**config.mk**
```make
export PLATFORM = sky130hd
export DESIGN_NAME = pipelined_carry_skip_adder_flat
export DESIGN_NICKNAME = d
export VERILOG_FILES = /design/src/rtl/pipelined_carry_skip_adder_if.sv /design/src/rtl/pipelined_carry_skip_adder.sv /design/src/flat_wrapper.sv
export SDC_FILE = /design/constraint.sdc
export NUM_CORES = 1
export LEC_CHECK = 0
export CAP_MARGIN = 20
export CORE_MARGIN = 3
export CORE_UTILIZATION = 30
export CTS_CLUSTER_DIAMETER = 50
export DETAILED_ROUTE_END_ITERATION = 10
export HOLD_SLACK_MARGIN = 0.03
export PLACE_DENSITY_LB_ADDON = 0.25
export SYNTH_ARGS = -nofsm -noshare
export SYNTH_HDL_FRONTEND = slang
export SYNTH_SLANG_ARGS = --single-unit
```
**constraint.sdc**
```tcl
create_clock -name clk -period 12.3 [get_ports clk]
set_input_delay 2.46 -clock clk [delete_from_list [all_inputs] [get_ports clk]]
set_output_delay 2.46 -clock clk [all_outputs]
set_load 0.01 [all_outputs]
```
**src/rtl/pipelined_carry_skip_adder_if.sv**
```systemverilog
// -----------------------------------------------------------------------------
// pipelined_carry_skip_adder_if
//
// Purpose : Bundles the operand-side and result-side valid/ready handshakes of
//           pipelined_carry_skip_adder into one interface. The producer and the
//           consumer of the adder both sit on the master side. The adder itself
//           connects to the slave side.
//
// Parameter:
//   N          operand/result width; must match the N of the adder instance.
//
// Signals:
//   in_valid   master -> slave   operand set present
//   in_ready   slave  -> master  adder accepts operands this cycle
//   A, B       master -> slave   N-bit operands
//   cin        master -> slave   carry-in (add) / borrow-in (subtract)
//   sub        master -> slave   0 = add, 1 = subtract
//   out_valid  slave  -> master  result present
//   out_ready  master -> slave   consumer accepts result this cycle
//   S          slave  -> master  N-bit sum/difference
//   cout       slave  -> master  carry-out of MSB (subtract: 1 = no borrow)
//   OF         slave  -> master  signed two's-complement overflow
// -----------------------------------------------------------------------------
interface pipelined_carry_skip_adder_if #(
    parameter int N = 32
) ();

    logic         in_valid;
    logic         in_ready;
    logic [N-1:0] A;
    logic [N-1:0] B;
    logic         cin;
    logic         sub;
    logic         out_valid;
    logic         out_ready;
    logic [N-1:0] S;
    logic         cout;
    logic         OF;

    // Producer/consumer view.
    modport master (
        output in_valid, A, B, cin, sub, out_ready,
        input  in_ready, out_valid, S, cout, OF
    );

    // Adder view.
    modport slave (
        input  in_valid, A, B, cin, sub, out_ready,
        output in_ready, out_valid, S, cout, OF
    );

endinterface

```
**src/rtl/pipelined_carry_skip_adder.sv**
```systemverilog
// -----------------------------------------------------------------------------
// pipelined_carry_skip_adder
//
// Purpose : Pipelined N-bit adder/subtractor built from BLK-bit carry-skip
//           blocks. The N/BLK blocks are split evenly over STAGES register
//           stages. Stage k resolves block group k and registers the low sum
//           bits produced so far, the group carry-out, and the operand bits
//           that later stages still need. The last stage register is the
//           output register.
//
//           Flow control uses one global enable, adv = !out_valid || out_ready.
//           Every stage shifts when adv is high and holds when it is low.
//           Bubbles travel as valid=0 and are never collapsed.
//
// Parameters:
//   N       operand/result width; N % BLK == 0
//   BLK     carry-skip block width, >= 2
//   STAGES  register stages, 1..N/BLK, with (N/BLK) % STAGES == 0
//
// Ports:
//   clk     rising-edge clock
//   rst     synchronous, active-high reset; clears every valid bit and every
//           data/carry register
//   bus     pipelined_carry_skip_adder_if.slave (handshakes, operands, results);
//           its N must equal this module's N
//
// Optional feature:
//   CSA_SAT_EN  when defined, S is clamped to the most positive or most
//               negative value whenever OF=1. cout and OF always describe the
//               unsaturated sum.
// -----------------------------------------------------------------------------
module pipelined_carry_skip_adder #(
    parameter int N      = 32,
    parameter int BLK    = 4,
    parameter int STAGES = 2
) (
    input  logic                          clk,
    input  logic                          rst,
    pipelined_carry_skip_adder_if.slave   bus
);

    localparam int NBLK = N / BLK;        // carry-skip blocks in total
    localparam int GBLK = NBLK / STAGES;  // blocks resolved per stage
    localparam int W    = GBLK * BLK;     // bits resolved per stage

    if ((N % BLK) != 0 || BLK < 2 || STAGES < 1 || STAGES > NBLK ||
        (NBLK % STAGES) != 0) begin : g_bad_cfg
        $error("pipelined_carry_skip_adder: illegal N/BLK/STAGES combination");
    end

    // -------------------------------------------------------------------------
    // One group of GBLK carry-skip blocks.
    // Each block ripples its BLK bits. When every propagate bit in the block
    // is 1, the skip mux forwards the block's carry-in directly. The logical
    // result is unchanged, but the carry path through the group becomes GBLK
    // skip muxes instead of W ripple cells.
    // Returns {group carry-out, W sum bits}.
    // -------------------------------------------------------------------------
    function automatic logic [W:0] skip_group(
        input logic [W-1:0] a,
        input logic [W-1:0] b,
        input logic         c
    );
        logic [W-1:0]   s;
        logic [BLK-1:0] p;
        logic           carry;
        logic           blk_cin;
        // NOTE: variables inside a function are plain temporaries evaluated
        // in order, so blocking '=' is required here. Sequential state
        // elsewhere uses '<='.
        s     = '0;
        carry = c;
        for (int j = 0; j < GBLK; j++) begin
            blk_cin = carry;
            for (int i = 0; i < BLK; i++) begin
                p[i]           = a[j*BLK+i] ^ b[j*BLK+i];
                s[j*BLK+i]     = p[i] ^ carry;
                carry          = (a[j*BLK+i] & b[j*BLK+i]) | (p[i] & carry);
            end
            if (&p) begin
                carry = blk_cin;
            end
        end
        return {carry, s};
    endfunction

    // -------------------------------------------------------------------------
    // Global pipeline enable and effective operands
    // -------------------------------------------------------------------------
    logic         out_valid_q;
    logic [N-1:0] s_q;
    logic         cout_q;
    logic         of_q;

    logic         adv;
    logic [N-1:0] b_eff;
    logic         c_eff;

    assign adv          = !out_valid_q || bus.out_ready;
    assign bus.in_ready = adv;

    // Subtraction is A + ~B + (cin ^ 1). With cin=0 this gives A-B, and with
    // cin=1 (borrow-in) it gives A-B-1.
    assign b_eff = bus.B ^ {N{bus.sub}};
    assign c_eff = bus.cin ^ bus.sub;

    // -------------------------------------------------------------------------
    // Intermediate stages 0 .. STAGES-2
    //   x carries the sum bits below HI and operand A at and above HI.
    //   y carries operand Beff at and above HI only. Lower Beff bits are
    //   consumed and dropped.
    // -------------------------------------------------------------------------
    for (genvar k = 0; k < STAGES - 1; k++) begin : g_stage
        localparam int LO = k * W;
        localparam int HI = LO + W;

        logic          v_in;
        logic          c_in;
        logic [N-1:0]  x_in;
        logic [N-1:LO] y_in;

        logic [W:0]    grp;
        logic [N-1:0]  x_d;

        logic          v_q;
        logic          c_q;
        logic [N-1:0]  x_q;
        logic [N-1:HI] y_q;

        if (k == 0) begin : g_src
            assign v_in = bus.in_valid;
            assign c_in = c_eff;
            assign x_in = bus.A;
            assign y_in = b_eff;
        end else begin : g_src
            assign v_in = g_stage[k-1].v_q;
            assign c_in = g_stage[k-1].c_q;
            assign x_in = g_stage[k-1].x_q;
            assign y_in = g_stage[k-1].y_q;
        end

        assign grp = skip_group(x_in[HI-1:LO], y_in[HI-1:LO], c_in);

        // Overwrite this group's operand-A bits with its sum bits.
        always_comb begin
            // NOTE: assigning x_d in full before the partial overwrite means
            // every bit is written on every pass, so no latch is inferred.
            x_d          = x_in;
            x_d[HI-1:LO] = grp[W-1:0];
        end

        always_ff @(posedge clk) begin
            if (rst) begin
                v_q <= 1'b0;
                c_q <= 1'b0;
                x_q <= '0;
                y_q <= '0;
            end else if (adv) begin
                v_q <= v_in;
                // Data registers load only with a real operation, so bubbles
                // leave them untouched.
                if (v_in) begin
                    c_q <= grp[W];
                    x_q <= x_d;
                    y_q <= y_in[N-1:HI];
                end
            end
        end
    end

    // -------------------------------------------------------------------------
    // Final stage: resolves the top group and computes carry-out and overflow.
    // It also applies the optional clamp and feeds the output register.
    // -------------------------------------------------------------------------
    localparam int LO_L = (STAGES - 1) * W;

    logic            v_l;
    logic            c_l;
    logic [N-1:0]    x_l;
    logic [N-1:LO_L] y_l;

    if (STAGES == 1) begin : g_last_src
        assign v_l = bus.in_valid;
        assign c_l = c_eff;
        assign x_l = bus.A;
        assign y_l = b_eff;
    end else begin : g_last_src
        assign v_l = g_stage[STAGES-2].v_q;
        assign c_l = g_stage[STAGES-2].c_q;
        assign x_l = g_stage[STAGES-2].x_q;
        assign y_l = g_stage[STAGES-2].y_q;
    end

    logic [W:0]   grp_l;
    logic [N-1:0] s_raw;
    logic         of_raw;
    logic [N-1:0] s_d;

    assign grp_l = skip_group(x_l[N-1:LO_L], y_l[N-1:LO_L], c_l);

    always_comb begin
        s_raw            = x_l;
        s_raw[N-1:LO_L]  = grp_l[W-1:0];
    end

    // x_l[N-1] is still operand A's MSB, because the top group has not been
    // overwritten yet.
    assign of_raw = (x_l[N-1] == y_l[N-1]) && (s_raw[N-1] != x_l[N-1]);

`ifdef CSA_SAT_EN
    // An overflow always has the sign opposite to A, so A's MSB selects the
    // rail: positive overflow clamps to max, negative overflow to min.
    always_comb begin
        s_d = s_raw;
        if (of_raw) begin
            s_d = x_l[N-1] ? {1'b1, {(N-1){1'b0}}} : {1'b0, {(N-1){1'b1}}};
        end
    end
`else
    assign s_d = s_raw;
`endif

    always_ff @(posedge clk) begin
        if (rst) begin
            out_valid_q <= 1'b0;
            s_q         <= '0;
            cout_q      <= 1'b0;
            of_q        <= 1'b0;
        end else if (adv) begin
            out_valid_q <= v_l;
            if (v_l) begin
                s_q    <= s_d;
                cout_q <= grp_l[W];
                of_q   <= of_raw;
            end
        end
    end

    assign bus.out_valid = out_valid_q;
    assign bus.S         = s_q;
    assign bus.cout      = cout_q;
    assign bus.OF        = of_q;

endmodule
```
**src/flat_wrapper.sv**
```systemverilog
// flat-port wrapper written by rule: the top's interface ports become plain ports
module pipelined_carry_skip_adder_flat 
#(
    parameter int N      = 32,
    parameter int BLK    = 4,
    parameter int STAGES = 2
)
  (clk, rst, bus_in_valid, bus_A, bus_B, bus_cin, bus_sub, bus_out_ready, bus_in_ready, bus_out_valid, bus_S, bus_cout, bus_OF);
  pipelined_carry_skip_adder_if #(.N(N)) bus_i ();
  input  logic clk;
  input  logic rst;
  input wire logic [$bits(bus_i.in_valid)-1:0] bus_in_valid;
  input wire logic [$bits(bus_i.A)-1:0] bus_A;
  input wire logic [$bits(bus_i.B)-1:0] bus_B;
  input wire logic [$bits(bus_i.cin)-1:0] bus_cin;
  input wire logic [$bits(bus_i.sub)-1:0] bus_sub;
  input wire logic [$bits(bus_i.out_ready)-1:0] bus_out_ready;
  output wire logic [$bits(bus_i.in_ready)-1:0] bus_in_ready;
  output wire logic [$bits(bus_i.out_valid)-1:0] bus_out_valid;
  output wire logic [$bits(bus_i.S)-1:0] bus_S;
  output wire logic [$bits(bus_i.cout)-1:0] bus_cout;
  output wire logic [$bits(bus_i.OF)-1:0] bus_OF;
  assign bus_i.in_valid = bus_in_valid;
  assign bus_i.A = bus_A;
  assign bus_i.B = bus_B;
  assign bus_i.cin = bus_cin;
  assign bus_i.sub = bus_sub;
  assign bus_i.out_ready = bus_out_ready;
  assign bus_in_ready = bus_i.in_ready;
  assign bus_out_valid = bus_i.out_valid;
  assign bus_S = bus_i.S;
  assign bus_cout = bus_i.cout;
  assign bus_OF = bus_i.OF;
  pipelined_carry_skip_adder #(.N(N), .BLK(BLK), .STAGES(STAGES)) u_core (.clk(clk), .rst(rst), .bus(bus_i));
endmodule
```
# Word level (Yosys, flattened, before mapping)
# Cells that the tools add are included.
word_totals:
  ff_bits: 85
  inputBits: 70
  word_cells: 193
classes:
  n_eq_ne: 2
  muxes: 8
  n_bitwise: 162
  reduce_logical: 13
op_table:
  columns: ["operator", "count"]
  rows:
  - ["bitwise XOR 1 bit", 65]
  - ["bitwise AND 1 bit", 64]
  - ["OR 1 bit", 32]
  - ["AND reduction 4 bit", 8]
  - ["bitwise XOR 32 bit", 1]
  - ["2-to-1 mux 1 bit", 8]
  - ["AND reduction 2 bit", 2]
  - ["equality test 1 bit", 1]
  - ["logical AND 1 bit", 1]
  - ["logical NOT 1 bit", 1]
  - ["logical OR 1 bit", 1]
  - ["!= test 1 bit", 1]

# Depth between registers and ports, before layout
depth:
  word_depth: 38
  ltp_mapped: 30
  depth_no_buf: 28

# Least setup slack after synthesis
# OpenSTA, ideal clock, no wires.
synth_timing:
  kind: "input to register"
  from: "in bus_sub"
  to: "reg u_core.g_stage[0].x_q[15]"
  setup_time_ns: 0.132
  arrival_ns: 9.898
  t_required_ns: 12.168
  setup_slack_ns: 2.270
  cell_stages: 29
  n_path_buf: 2
  cell_sequence: "buf_4 > buf_2 > xor2_1 > inv_1 > fa_1 > fa_1 > fa_1 > fa_1 > mux2i_4 > inv_1 > fa_1 > fa_1 > fa_1 > fa_1 > nand2_1 > o21ai_0 > fa_1 > fa_1 > fa_1 > fa_1 > nand2_1 > o211ai_2 > fa_1 > fa_1 > fa_1 > inv_1 > fa_1 > nand2_1 > a21oi_1"
synth_via:
  elab_chain_len: 36
synth_lines:
  columns: ["element", "line", "source"]
  rows:
  - ["start: declaration", "flat_wrapper.sv:16", "input wire logic [$bits(bus_i.sub)-1:0] bus_sub;"]
  - ["bitwise XOR 32 bit", "pipelined_carry_skip_adder.sv:104", "assign b_eff = bus.B ^ {N{bus.sub}};"]
  - ["bitwise XOR 1 bit", "pipelined_carry_skip_adder.sv:76", "p[i] = a[j*BLK+i] ^ b[j*BLK+i];"]
  - ["bitwise AND 1 bit", "pipelined_carry_skip_adder.sv:78", "carry = (a[j*BLK+i] & b[j*BLK+i]) | (p[i] & carry);"]
  - ["OR 1 bit", "pipelined_carry_skip_adder.sv:78", null]
  - ["bitwise AND 1 bit", "pipelined_carry_skip_adder.sv:78", null]
  - ["OR 1 bit", "pipelined_carry_skip_adder.sv:78", null]
  - ["bitwise AND 1 bit", "pipelined_carry_skip_adder.sv:78", null]
  - ["OR 1 bit", "pipelined_carry_skip_adder.sv:78", null]
  - ["[21 not listed]", null, null]
  - ["bitwise AND 1 bit", "pipelined_carry_skip_adder.sv:78", null]
  - ["OR 1 bit", "pipelined_carry_skip_adder.sv:78", null]
  - ["bitwise AND 1 bit", "pipelined_carry_skip_adder.sv:78", null]
  - ["OR 1 bit", "pipelined_carry_skip_adder.sv:78", null]
  - ["bitwise AND 1 bit", "pipelined_carry_skip_adder.sv:78", null]
  - ["OR 1 bit", "pipelined_carry_skip_adder.sv:78", null]
  - ["bitwise XOR 1 bit *", "pipelined_carry_skip_adder.sv:77", "s[j*BLK+i] = p[i] ^ carry;"]
  - ["via u_core.g_stage[0].grp[15]", "pipelined_carry_skip_adder.sv:122", "logic [W:0] grp;"]
  - ["end signal: assignment", "pipelined_carry_skip_adder.sv:156", "x_q <= '0;"]
  - ["end signal: assignment", "pipelined_carry_skip_adder.sv:164", "x_q <= x_d;"]
  - ["end: declaration", "pipelined_carry_skip_adder.sv:127", "logic [N-1:0] x_q;"]
# Mark *: on every way through the listed nets, which the timed path passes. The rest lies on a longest branch.
# A chain may end at the register's enable or synchronous reset.

# Worst setup path after layout
layout_timing:
  from: "in bus_B[0]"
  to: "reg u_core.g_stage[0].x_q[15]"
layout_via:
  elab_chain_len: 36
layout_lines:
  columns: ["element", "line", "source"]
  rows:
  - ["start: declaration", "flat_wrapper.sv:14", "input wire logic [$bits(bus_i.B)-1:0] bus_B;"]
  - ["bitwise XOR 32 bit *", "pipelined_carry_skip_adder.sv:104", null]
  - ["bitwise XOR 1 bit", "pipelined_carry_skip_adder.sv:76", null]
  - ["bitwise AND 1 bit", "pipelined_carry_skip_adder.sv:78", null]
  - ["OR 1 bit", "pipelined_carry_skip_adder.sv:78", null]
  - ["bitwise AND 1 bit", "pipelined_carry_skip_adder.sv:78", null]
  - ["OR 1 bit", "pipelined_carry_skip_adder.sv:78", null]
  - ["bitwise AND 1 bit", "pipelined_carry_skip_adder.sv:78", null]
  - ["OR 1 bit", "pipelined_carry_skip_adder.sv:78", null]
  - ["[21 not listed]", null, null]
  - ["bitwise AND 1 bit *", "pipelined_carry_skip_adder.sv:78", null]
  - ["OR 1 bit *", "pipelined_carry_skip_adder.sv:78", null]
  - ["bitwise AND 1 bit *", "pipelined_carry_skip_adder.sv:78", null]
  - ["OR 1 bit *", "pipelined_carry_skip_adder.sv:78", null]
  - ["bitwise AND 1 bit *", "pipelined_carry_skip_adder.sv:78", null]
  - ["OR 1 bit *", "pipelined_carry_skip_adder.sv:78", null]
  - ["bitwise XOR 1 bit *", "pipelined_carry_skip_adder.sv:77", null]
  - ["via u_core.g_stage[0].grp[15]", "pipelined_carry_skip_adder.sv:122", null]
# Marks and branches as above.

==> flow_metrics.py <==
metrics = {
    "timing": {
        "setup_tns_ps": 0,
        "hold_violations": 0,
        "fin_crit_ps": 10150,
        "slew_headroom": 0.351,
        "rsz0062_at_grt": "false",
        "fmax_mhz": 98.5,
        "worst_pin_slew_ps": 974,
        "worst_slack_ps": 2150,
        "slew_viol_final": 0,
        "finalCritPeriodShare": 0.825,
        "fin_worst_skew_ps": 9.92,
        "setup_violations": 0,
    },
    "final_layout": {
        "area_growth_pct": 32.9,
        "fin_nets": 725,
        "drive_gt1_frac": 0.0537,
        "n_antenna_cell": 0,
        "nFillCells": 1488,
    },
    "cts": {
        "clk_pin_slew_ps": 70,
        "numCtsBuffers": 9,
        "cts_resized": 0,
        "cts_root_buf": "clkbuf_16",
        "cts_tree": "done",
        "clk_path_buf_depth": 2,
        "hold_buffers": 0,
        "cts-htree-levels": 3,
        "post-cts-setup-buffers": 0,
        "clock_latency_ps": 350,
        "clock_sinks": 85,
    },
    "detailed_routing": {
        "drt_iter0_drc": 174,
        "highest_layer": "met4",
        "wl_per_cell_um": 14.0,
        "avgViaCountPerCell": 4.49,
        "m1WireLength_um": 5020,
        "drt-pass1-iter-count": 4,
        "met3WireLength_um": 791,
        "antenna_left": 0,
        "drc": 0,
        "routed-via-count": 3502,
        "wl_met2_um": 4880,
        "totalWireLength_um": 10900,
    },
    "critical_path": {
        "endpoint": "u_core.g_stage[0].x_q[15]",
        "slowest_stage": "clkdlybuf4s50_1",
        "crit_path_end_kind": "flip-flop",
        "crit_path_max_incr_delay_ps": 470,
        "r2r_cells": 28,
        "path_common_cell": "fa_1",
        "crit_start": "bus_B[0]",
        "critPathArrivalTime_ps": 10340,
        "rrSetupSlack_ps": 3350,
        "rr_startpoint": "u_core.c_l",
        "path_max_fanout": 3,
        "crit_required_ps": 12490,
        "crit_type": "input port to flip-flop",
        "crit_path_start_kind": "input port",
        "timing.rr.end": "u_core.bus.OF",
    },
    "yosys": {
        "post-synth-top-count-cell": "nand2_1",
        "ys.flop_type": "dfxtp_1",
        "ys_ff_latch": 85,
        "synth_cells": 501,
        "synth_top_area_share": 0.373,
        "avgSynthCellArea_um2": 9.10,
        "async_reset_ff_frac": 0,
        "yosys.area.top_type": "dfxtp_1",
        "synth_edf_count": 0,
        "synth_area_um2": 4560,
        "synth.distinct_cells": 31,
        "yosysSeqAreaShare": 0.373,
        "ys_top_cells_by_area": "dfxtp_1, fa_1, ha_1",
        "synth_common_cells": "nand2_1, dfxtp_1, a21oi_1",
        "yosysWarnings": 0,
        "synth_nets": 635,
    },
    "die": {
        "dieWidth_um": 129,
        "die-area_um2": 16700,
        "core_area_um2": 14700,
        "rows": 44,
        "start_util": 0.310,
        "die_h_um": 129,
        "ios": 106,
    },
    "placement": {
        "portBuffers": 105,
        "pre_cts_slack_ps": 1750,
        "place_congestion": 0.805,
        "detailed_place_hpwl_um": 7760,
    },
    "outcome": {
        "status": "finished, final reports clean",
    },
    "power": {
        "ir_drop_v": 0.0000604,
        "p_per_area_nw_per_um2": 124,
        "p_leak_nw": 2.50,
    },
    "grt": {
        "antenna_found_initial": 0,
        "grt_pass1_vias": 3709,
        "grt_pass1_wl_um": 18200,
        "overflow": 0,
        "grt_max_degree": 88,
        "grt.total_usage": 0.140,
    },
    "hold_path": {
        "hold_class": "flip-flop to flip-flop",
    },
    "flow_run": {
        "cap_violations": 0,
    },
}
## power by group
group          internal (mW)  switching [mW]
Clock                  0.183           0.113
Sequential             0.296          0.0144
Combinational         0.0720          0.0738
## worst max-delay path, delay by kind of cell
| family | cells | cell delay (ps) |
|---|---|---|
| muxes | 1 | 200 |
| adders and majority gates | 16 | 6310 |
| and+or+nand+nor | 3 | 220 |
| AOI/OAI and AO/OA | 3 | 270 |
| xor gates and xnor gates | 1 | 180 |
| buffers and inverters | 4 | 710 |
## cell usage in the layout, fill, tap and decap left out, drive strengths merged
cell type	count
dfxtp	85
clkinvlp	1
inv	42
o21a	1
a211o	1
buf	7
clkinv	3
nor2	34
nor3	3
a21oi	51
fa	32
a211oi	34
nand4	8
o21ai	2
ha	32
clkdlybuf4s50	103
or2	2
mux2	1
clkbuf	10
xor2	19
or3b	1
mux2i	2
bufinv	2
and2	2
nor3b	1
xnor2	15
nand2	100
o211ai	1
nand2b	1
## area by class of cell
class | count | area, um^2 | area share
Clock buffer | 10 | 239 | 0.0395
Clock inverter | 6 | 86.3 | 0.0143
Inverter | 42 | 158 | 0.0260
Multi-Input combinational cell | 343 | 2560 | 0.423
Sequential cell | 85 | 1700 | 0.281
Tap cell | 184 | 230 | 0.0380
Timing Repair Buffer | 110 | 1080 | 0.178
## per-stage QoR
| stage | instances | utilization | hold WS, ps | instance area [um^2] | power (mW) |
|---|---|---|---|---|---|
| 2_1_floorplan | 501 | - | 432 | 4560 | 0.403 |
| 5_1_grt | 780 | 0.412 | 470 | 6060 | 0.799 |
| 6_report | 780 | 0.412 | 454 | 6060 | 0.752 |
| 3_5_place_dp | 764 | 0.390 | 448 | 5730 | 0.465 |
| 4_1_cts | 780 | 0.412 | 456 | 6060 | 0.766 |
| 3_3_place_gp | 764 | 0.390 | 437 | 5730 | 0.461 |
## state kept, by name, summed over array words and instances, names as in the netlist
register and count:
u_core.g_stage.v_q 1, u_core.g_stage.y_q 16, u_core.bus.S 32, u_core.bus.cout 1
u_core.c_l 1, u_core.bus.OF 1, u_core.bus.out_valid 1, u_core.g_stage.x_q 32
## how the worst min path moves through the flow
stage,from,endpoint,slack [ps],depth (start not counted)
after global placement,u_core.g_stage[0].x_q[7],u_core.bus.S[7],440,2
after detailed placement,u_core.g_stage[0].x_q[7],u_core.bus.S[7],450,2
after CTS,u_core.g_stage[0].x_q[8],u_core.bus.S[8],460,2
final,u_core.bus.S[24],u_core.bus.S[24],450,2
after floorplan,u_core.g_stage[0].x_q[15],u_core.bus.S[15],430,2
after global routing,u_core.bus.S[30],u_core.bus.S[30],470,2
## layer usage
metal,GRT usage,vias to the layer above
met2,0.223,93
met3,0.0379,12
met5,0,-
met1,0.178,1620
li1,-,1777
met4,0.0599,0
## cells by family after synthesis
logic type,synth area share
buf+inv,0.0643
flops,0.373
mux,0.00961
compound gates,0.122
xor+xnor,0.0670
simple gates,0.136
fa+ha+maj,0.228
Note: power is estimated with default switching activity, not from simulation.
